### config.mk
export PLATFORM = sky130hd
export DESIGN_NAME = alu_arbiter
export DESIGN_NICKNAME = d
export VERILOG_FILES = /design/src/rtl/alu_arbiter.sv
export SDC_FILE = /design/constraint.sdc
export NUM_CORES = 1
export LEC_CHECK = 0
export ABC_AREA = 0
export CAP_MARGIN = 20
export CORE_ASPECT_RATIO = 0.7
export CORE_UTILIZATION = 39
export DETAILED_ROUTE_END_ITERATION = 8
export MAX_ROUTING_LAYER = met4
export PLACE_DENSITY = 0.78
export SYNTH_ARGS = -nofsm -noshare
export SYNTH_HDL_FRONTEND = slang
export SYNTH_SLANG_ARGS = --single-unit
export TNS_END_PERCENT = 10
### constraint.sdc
create_clock -name clk -period 1.75 [get_ports clk]
set_input_delay 0.35 -clock clk [delete_from_list [all_inputs] [get_ports clk]]
set_output_delay 0.35 -clock clk [all_outputs]
set_load 0.02 [all_outputs]
### src/rtl/alu_arbiter.sv
// rtl/alu_arbiter.sv - two-requester arbiter for a shared combinational ALU
// Define ALU_ARB_ROUND_ROBIN_EN for round-robin arbitration; otherwise requester 0 has fixed priority.
module alu_arbiter #(
  parameter int WIDTH = 32
) (
  input  logic             clk,
  input  logic             rst,
  input  logic             req0_valid,
  output logic             req0_ready,
  input  logic [WIDTH-1:0] req0_a,
  input  logic [WIDTH-1:0] req0_b,
  input  logic [3:0]       req0_sel,
  input  logic             req1_valid,
  output logic             req1_ready,
  input  logic [WIDTH-1:0] req1_a,
  input  logic [WIDTH-1:0] req1_b,
  input  logic [3:0]       req1_sel,
  input  logic             flush,
  output logic [WIDTH-1:0] alu_a,
  output logic [WIDTH-1:0] alu_b,
  output logic [3:0]       alu_sel,
  input  logic [WIDTH-1:0] alu_result,
  output logic             rsp_valid,
  output logic             rsp_id,
  output logic [WIDTH-1:0] rsp_data,
  input  logic             rsp_ready
);

  typedef enum logic [1:0] {
    IDLE = 2'd0,
    EXEC = 2'd1,
    RESP = 2'd2
  } state_t;

  state_t           state_q, state_d;
  logic [WIDTH-1:0] op_a_q, op_a_d;
  logic [WIDTH-1:0] op_b_q, op_b_d;
  logic [3:0]       op_sel_q, op_sel_d;
  logic             owner_q, owner_d;
  logic [WIDTH-1:0] rsp_data_q, rsp_data_d;

  logic v0, v1, pick1, accept, cancel;

  // A flush blocks requester 0 from being granted in the same cycle.
  assign v0     = req0_valid & ~flush;
  assign v1     = req1_valid;
  assign accept = (state_q == IDLE) & ~rst & (v0 | v1);
  assign cancel = flush & ~owner_q;

`ifdef ALU_ARB_ROUND_ROBIN_EN
  logic last_q, last_d;

  // last_q holds the id of the most recent grant; the other requester wins a tie.
  assign pick1  = v1 & (~v0 | ~last_q);
  assign last_d = accept ? pick1 : last_q;

  always_ff @(posedge clk) begin
    if (rst) begin
      last_q <= 1'b1;
    end else begin
      last_q <= last_d;
    end
  end
`else
  assign pick1 = v1 & ~v0;
`endif

  always_ff @(posedge clk) begin
    if (rst) begin
      state_q <= IDLE;
    end else begin
      state_q <= state_d;
    end
  end

  always_comb begin
    state_d = state_q;
    case (state_q)
      IDLE:    if (accept) state_d = EXEC;
      EXEC:    state_d = cancel ? IDLE : RESP;
      RESP:    if (cancel || rsp_ready) state_d = IDLE;
      default: state_d = IDLE;
    endcase
  end

  always_comb begin
    req0_ready = accept & ~pick1;
    req1_ready = accept & pick1;
    alu_a      = '0;
    alu_b      = '0;
    alu_sel    = 4'd0;
    if (state_q == EXEC) begin
      alu_a   = op_a_q;
      alu_b   = op_b_q;
      alu_sel = op_sel_q;
    end
    // A response cancelled by flush must never be seen as a completed handshake.
    rsp_valid = (state_q == RESP) & ~cancel;
    rsp_id    = owner_q;
    rsp_data  = rsp_data_q;
  end

  always_comb begin
    op_a_d     = op_a_q;
    op_b_d     = op_b_q;
    op_sel_d   = op_sel_q;
    owner_d    = owner_q;
    rsp_data_d = rsp_data_q;
    if (accept) begin
      op_a_d   = pick1 ? req1_a   : req0_a;
      op_b_d   = pick1 ? req1_b   : req0_b;
      op_sel_d = pick1 ? req1_sel : req0_sel;
      owner_d  = pick1;
    end
    if (state_q == EXEC) begin
      rsp_data_d = alu_result;
    end
  end

  always_ff @(posedge clk) begin
    if (rst) begin
      op_a_q     <= '0;
      op_b_q     <= '0;
      op_sel_q   <= 4'd0;
      owner_q    <= 1'b0;
      rsp_data_q <= '0;
    end else begin
      op_a_q     <= op_a_d;
      op_b_q     <= op_b_d;
      op_sel_q   <= op_sel_d;
      owner_q    <= owner_d;
      rsp_data_q <= rsp_data_d;
    end
  end

endmodule
==> flow_summary.toml, run 1 <==
[timing]
hold-worst-slack_ps = 454
finClkSkew_ps = 6.91
relSlewSlack_pct = 41.4
setup_viol = 70
rsz0062_at_grt = "true"
slew_violations = 0
max_clock_freq_mhz = 538
finalWorstSetupSlack_ps = -109
fin_crit_sh_pct = 106
min_period_ps = 1860
worst_slew_pin_slew_ps = 879
finalHoldViolCount = 0

[route]
wl_mm = 17.8
drt-pass1-iter-count = 7
drc = 17
drt_iter0_drc = 284
vias = 5195
wl_per_cell_um = 18.2
ant_nets = 0
vias_per_cell = 5.33

[logic_synthesis]
yosys.area_share.xor_xnor_pct = 0
netlist_area_mm2 = 0.00510
synth_compound_area_share_pct = 26.5
ys_seq_area_share_pct = 40.4
ys_warn_count = 0
syn_inst = 555
yosys.area_share.simple_pct = 26.3
synth_top_family_by_area = "compound AO/OA/AOI/OAI gates"
yosysTopAreaCellShare_pct = 40.4
yosysUniqueCellTypes = 21
yosysTopAreaCell = "dfxtp_1"
synthAdderAreaFrac_pct = 0
avgSynthCellArea_um2 = 9.20
synthMuxAreaShare_pct = 0
synth_nets = 729
ys_seq_elements = 103
synth_top_cells_by_area = "dfxtp_1 40%, and3b_1 12%, a31oi_1 8.3%"

[die]
dieArea_mm2 = 0.0136
coreArea_mm2 = 0.0126
dieHeight_um = 97.7
rows = 34
start_util_pct = 40.5
dieWidth_um = 139
io_pins = 278

[power_and_ir_drop]
peakVddDrop_mv = 0.508
p_per_area_mw_per_mm2 = 731
leakagePower_nw = 3.51

[clock_network]
cts.sinks = 103
root_buffer = "clkbuf_16"
cts_tree = "done"
numCtsBuffers = 9
clock_latency_ps = 340
htree_levels = 3
path_clk_slew_ps = 70
clockBufferDepth = 2

[worst_setup_path]
cp-startpoint = "state_q[1]$_SDFFE_PP0P_"
required_ps = 1400
crit_type = "flop to primary output"
critical_path_arrival_ps = 1510
cp-end-kind = "primary output"
r2r-start = "state_q[1]$_SDFFE_PP0P_"
crit_path_start_kind = "flop"
path_max_fanout = 16

[outcome]
violations = "design-rule violations, negative setup slack"
outcome = "complete, but fails checks"

[final_layout]
final_util_pct = 68.1
drive_gt1_share_pct = 22.6
antenna_cells = 0
nNetsFinal = 982
syn2layout_area_growth_pct = 68.0

[placement]
pre_cts_ws_ps = -586
io_buffers = 277
dp_hpwl_mm = 12.0
place.gp.congestion = 0.791

[global_routing]
grt_pass1_vias = 5271
grt_pass1_wl_mm = 27.0
track_usage_pct = 25.7
gr-total-overflow = 0
grt_max_degree = 70
antenna_found_initial = 0

[job]
drv_cap = 0

[worst_hold_path]
hold_path.class = "flop to flop"
hp-start = "rsp_data[25]$_SDFFE_PP0N_"
==> worst max-delay path: stages, from the launching register on <==
cell,delay (ps)
dfxtp_2,330
buf_6,110
nor2b_4,120
buf_12,170
clkbuf_16,180
and2_1,150
buf_6,120
==> cells in the mapped netlist, drive strengths merged <==
master,n
nand2b,3
a21oi,33
nor3,1
a211oi,1
nor2,7
dfxtp,103
a31oi,68
clkbuf,32
buf,32
nand2,65
and3b,68
o2bb2ai,69
nor2b,3
o21a,1
and2,68
or3,1
==> metal layers <==
layer	share of wire, %	wire (µm)	GRT usage, %
met1	43	7630	29.9
met2	49	8770	44.4
met3	6.1	1090	5.86
met4	1.5	272	7.69
met5	0	0	-
==> sequential cells by signal, indices dropped and copies added, names as in the netlist <==
signal,count
op_a_q,32
op_b_q,32
op_sel_q,4
rsp_data,32
rsp_id,1
state_q,2
==> cell families after synthesis <==
kind of cell	after synthesis
buffers and inverters	64
AOI/OAI and AO/OA	172
and+or+nand+nor	216
DFF	103
==> metrics by stage <==
step,power (mW),TNS [ps],cells,cell area (µm²)
after floorplan,3.41,-41.8,555,5110
after global placement,4.12,-30300,952,7950
after detailed placement,4.17,-30090,952,7950
after CTS,6.19,-6290,968,8330
after global routing,6.53,-8890,975,8570
final,6.27,-4970,975,8570
==> repair_timing <==
item                       4_1_cts  5_1_grt
hold buffers                     0        0
resized for setup              366       98
pin swaps                        2       20
setup buffers                    0        2
setup endpoints to repair       71       75
gates cloned                     0        5
==> path summary, 6_finish.rpt <==
check	to	slack, ps	cells after the start
max	alu_b[31]	-110	6
min	rsp_data[25]$_SDFFE_PP0N_	450	2
max reg2reg	op_a_q[16]$_SDFFE_PP0P_	130	4
min reg2reg	rsp_data[25]$_SDFFE_PP0N_	450	2
==> cell type report <==
class,instances,area [µm²]
timing repair buffer,306,3210
sequential,103,2060
clock buffer,9,225
fill,1020,4020
tap,162,203
multi-input combinational,388,2810
clock inverter,7,70.1
==> power by group <==
part	switching, mW	internal, mW
clock network	0.902	1.11
registers	0.111	2.54
logic	0.725	0.884
==> placed cells by master (no fill, tap or decap), types with 31 or more instances in the layout <==
cell type        netlist  final
a21oi_1               33     33
a31oi_1               68     68
and2_1                68     31
and2_4                 0     37
and3b_1               68     68
buf_6                  6     65
clkdlybuf4s50_1        0    203
dfxtp_1              103    101
nand2_1               65     65
o2bb2ai_1             48     48
No activity file was read; power rests on OpenSTA's default activity.
==> run 2: changes to the inputs <==
CORE_UTILIZATION = 40   (was 39)
CTS_BUF_LIST = sky130_fd_sc_hd__clkbuf_4 sky130_fd_sc_hd__clkbuf_8   (was not set)
PLACE_DENSITY = 0.79   (was 0.78)
RECOVER_POWER = 50   (was not set)
==> run 2 against run 1 <==
The run still ends with design-rule violations, negative setup slack left. Combinational power is 4% higher. Die area decreased by 2.5%. Largest power group unchanged. Critical path type unchanged. Worst hold slack lost 34 ps. Clock skew hardly changed. Clock power decreased by 23%. Highest routed layer unchanged. Power shrank 6.3%. Wire length grew 2.5%.
==> flow_summary.toml, run 2 (synthesized netlist as in run 1, its figures left out) <==
[timing]
fin_crit_sh_pct = 106
worst_slew_pin_slew_ps = 851
hold-worst-slack_ps = 420
slew_violations = 0
finalHoldViolCount = 0
rsz0062_at_grt = "true"
min_period_ps = 1850
max_clock_freq_mhz = 539
finClkSkew_ps = 7.02
finalWorstSetupSlack_ps = -105
setup_viol = 69
relSlewSlack_pct = 43.3

[placement]
dp_hpwl_mm = 12.2
place_inst = 952
io_buffers = 277
place.gp.congestion = 0.785
postPlaceCellArea_mm2 = 0.00797
pre_cts_ws_ps = -579

[die]
start_util_pct = 41.1
rows = 34
coreArea_mm2 = 0.0124
dieWidth_um = 137
dieHeight_um = 96.5
io_pins = 278
dieArea_mm2 = 0.0132

[final_layout]
drive_gt1_share_pct = 26.5
finalNonFillerCells = 982
nNetsFinal = 989
layout_common_cells = "197 x clkdlybuf4s50_1, 101 x dfxtp_1, 69 x buf_6, 68 x and3b_1, 68 x a31oi_1"
final_area_mm2 = 0.00867
syn2layout_area_growth_pct = 69.9
layout_commonest_cell = "clkdlybuf4s50_1"
antenna_cells = 0
final_util_pct = 69.8

[worst_setup_path]
crit_type = "flop to primary output"
r2r-start = "state_q[0]$_SDFFE_PP0P_"
r2r-end = "rsp_data[27]$_SDFFE_PP0N_"
crit_path_start_kind = "flop"
critical_path_arrival_ps = 1500
reg2reg_slack_ps = 210
required_ps = 1400
critPathCapture = "alu_b[7]"
r2r_cells = 8
path_max_fanout = 7
cp-end-kind = "primary output"
cp-startpoint = "state_q[0]$_SDFFE_PP0P_"

[global_routing]
grt_pass1_vias = 5006
antenna_found_initial = 0
gr-total-overflow = 0
grt_pass1_wl_mm = 25.5
grt_max_degree = 70
track_usage_pct = 25.9

[power_and_ir_drop]
p_per_area_mw_per_mm2 = 678
leakagePower_nw = 3.64
peakVddDrop_mv = 0.633

[outcome]
violations = "design-rule violations, negative setup slack"
outcome = "complete, but fails checks"

[clock_network]
cts_tree = "done"
numCtsBuffers = 9
clockBufferDepth = 2
root_buffer = "clkbuf_8"
cts.sinks = 103
clock_latency_ps = 360
path_clk_slew_ps = 100
htree_levels = 3

[worst_hold_path]
hold_path.class = "input port to flop"

[route]
drt_iter0_drc = 194
wl_per_cell_um = 18.5
vias_per_cell = 5.36
drt-pass1-iter-count = 6
vias = 5262
ant_nets = 0
wl_mm = 18.2
drc = 1

[job]
drv_cap = 0
[run 2: cell types whose count changed in the layout (fill, tap and decap cells not counted), moves of 2 or more]
cell / before / now
clkinv_2: 3 / 1
clkbuf_8: 0 / 10
clkbuf_16: 13 / 4
buf_12: 5 / 8
and2_1: 31 / 5
dlymetal6s2s_1: 0 / 5
and2_4: 37 / 63
clkdlybuf4s50_1: 203 / 197
buf_6: 65 / 69
[run 2: power by group]
group          total, mW  internal [mW]  switching [mW]
Combinational       1.67          0.928           0.747
Clock               1.55          0.709           0.840
Sequential          2.65           2.54           0.117
Total               5.88           4.17            1.70
[run 2: timing repair]
item	4_1_cts	5_1_grt
cloned	2	4
hold buffers	0	0
setup buffers	3	6
pin swaps	10	44
setup endpoints to repair	72	77
gates resized for setup	401	97
[run 2: worst min-delay path by stage]
stage,start,endpoint,slack [ps],depth (start not counted)
floorplan,op_a_q[10]$_SDFFE_PP0P_,op_a_q[10]$_SDFFE_PP0P_,420,1
global placement,op_b_q[31]$_SDFFE_PP0P_,op_b_q[31]$_SDFFE_PP0P_,440,1
detailed placement,op_a_q[29]$_SDFFE_PP0P_,op_a_q[29]$_SDFFE_PP0P_,440,1
CTS,flush,state_q[1]$_SDFFE_PP0P_,410,3
global route,flush,state_q[1]$_SDFFE_PP0P_,460,3
finish,flush,state_q[1]$_SDFFE_PP0P_,420,3
[run 2: per-layer routing]
layer / up-vias / track usage (%) / part of all wire (%)
met4: 0 / 6.78 / 1.8
met5: - / - / 0
met1: 2519 / 30.7 / 43
li1: 2518 / - / -
met3: 28 / 7.09 / 6.9
met2: 197 / 43.7 / 49
[run 2: per-stage QoR]
step / power [mW] / setup TNS [ps]
CTS: 5.78 / -6100
detailed placement: 4.17 / -27590
global placement: 4.13 / -24850
finish: 5.88 / -5020
floorplan: 3.41 / -41.8
global route: 6.13 / -10420
[run 2: critical path, cell delays in order (launching register included)]
cell and delay [ps]:
dfxtp_2 350, nor2b_4 190, buf_12 170, clkbuf_16 170, and2_4 140, buf_6 110
[run 2: final cells by class]
type                            instances  area [µm²]
Clock buffer                           10         138
Sequential cell                       103        2060
Timing Repair Buffer                  313        3330
Fill cell                             924        3750
Tap cell                              162         203
Clock inverter                          6        67.6
Multi-Input combinational cell        388        2870
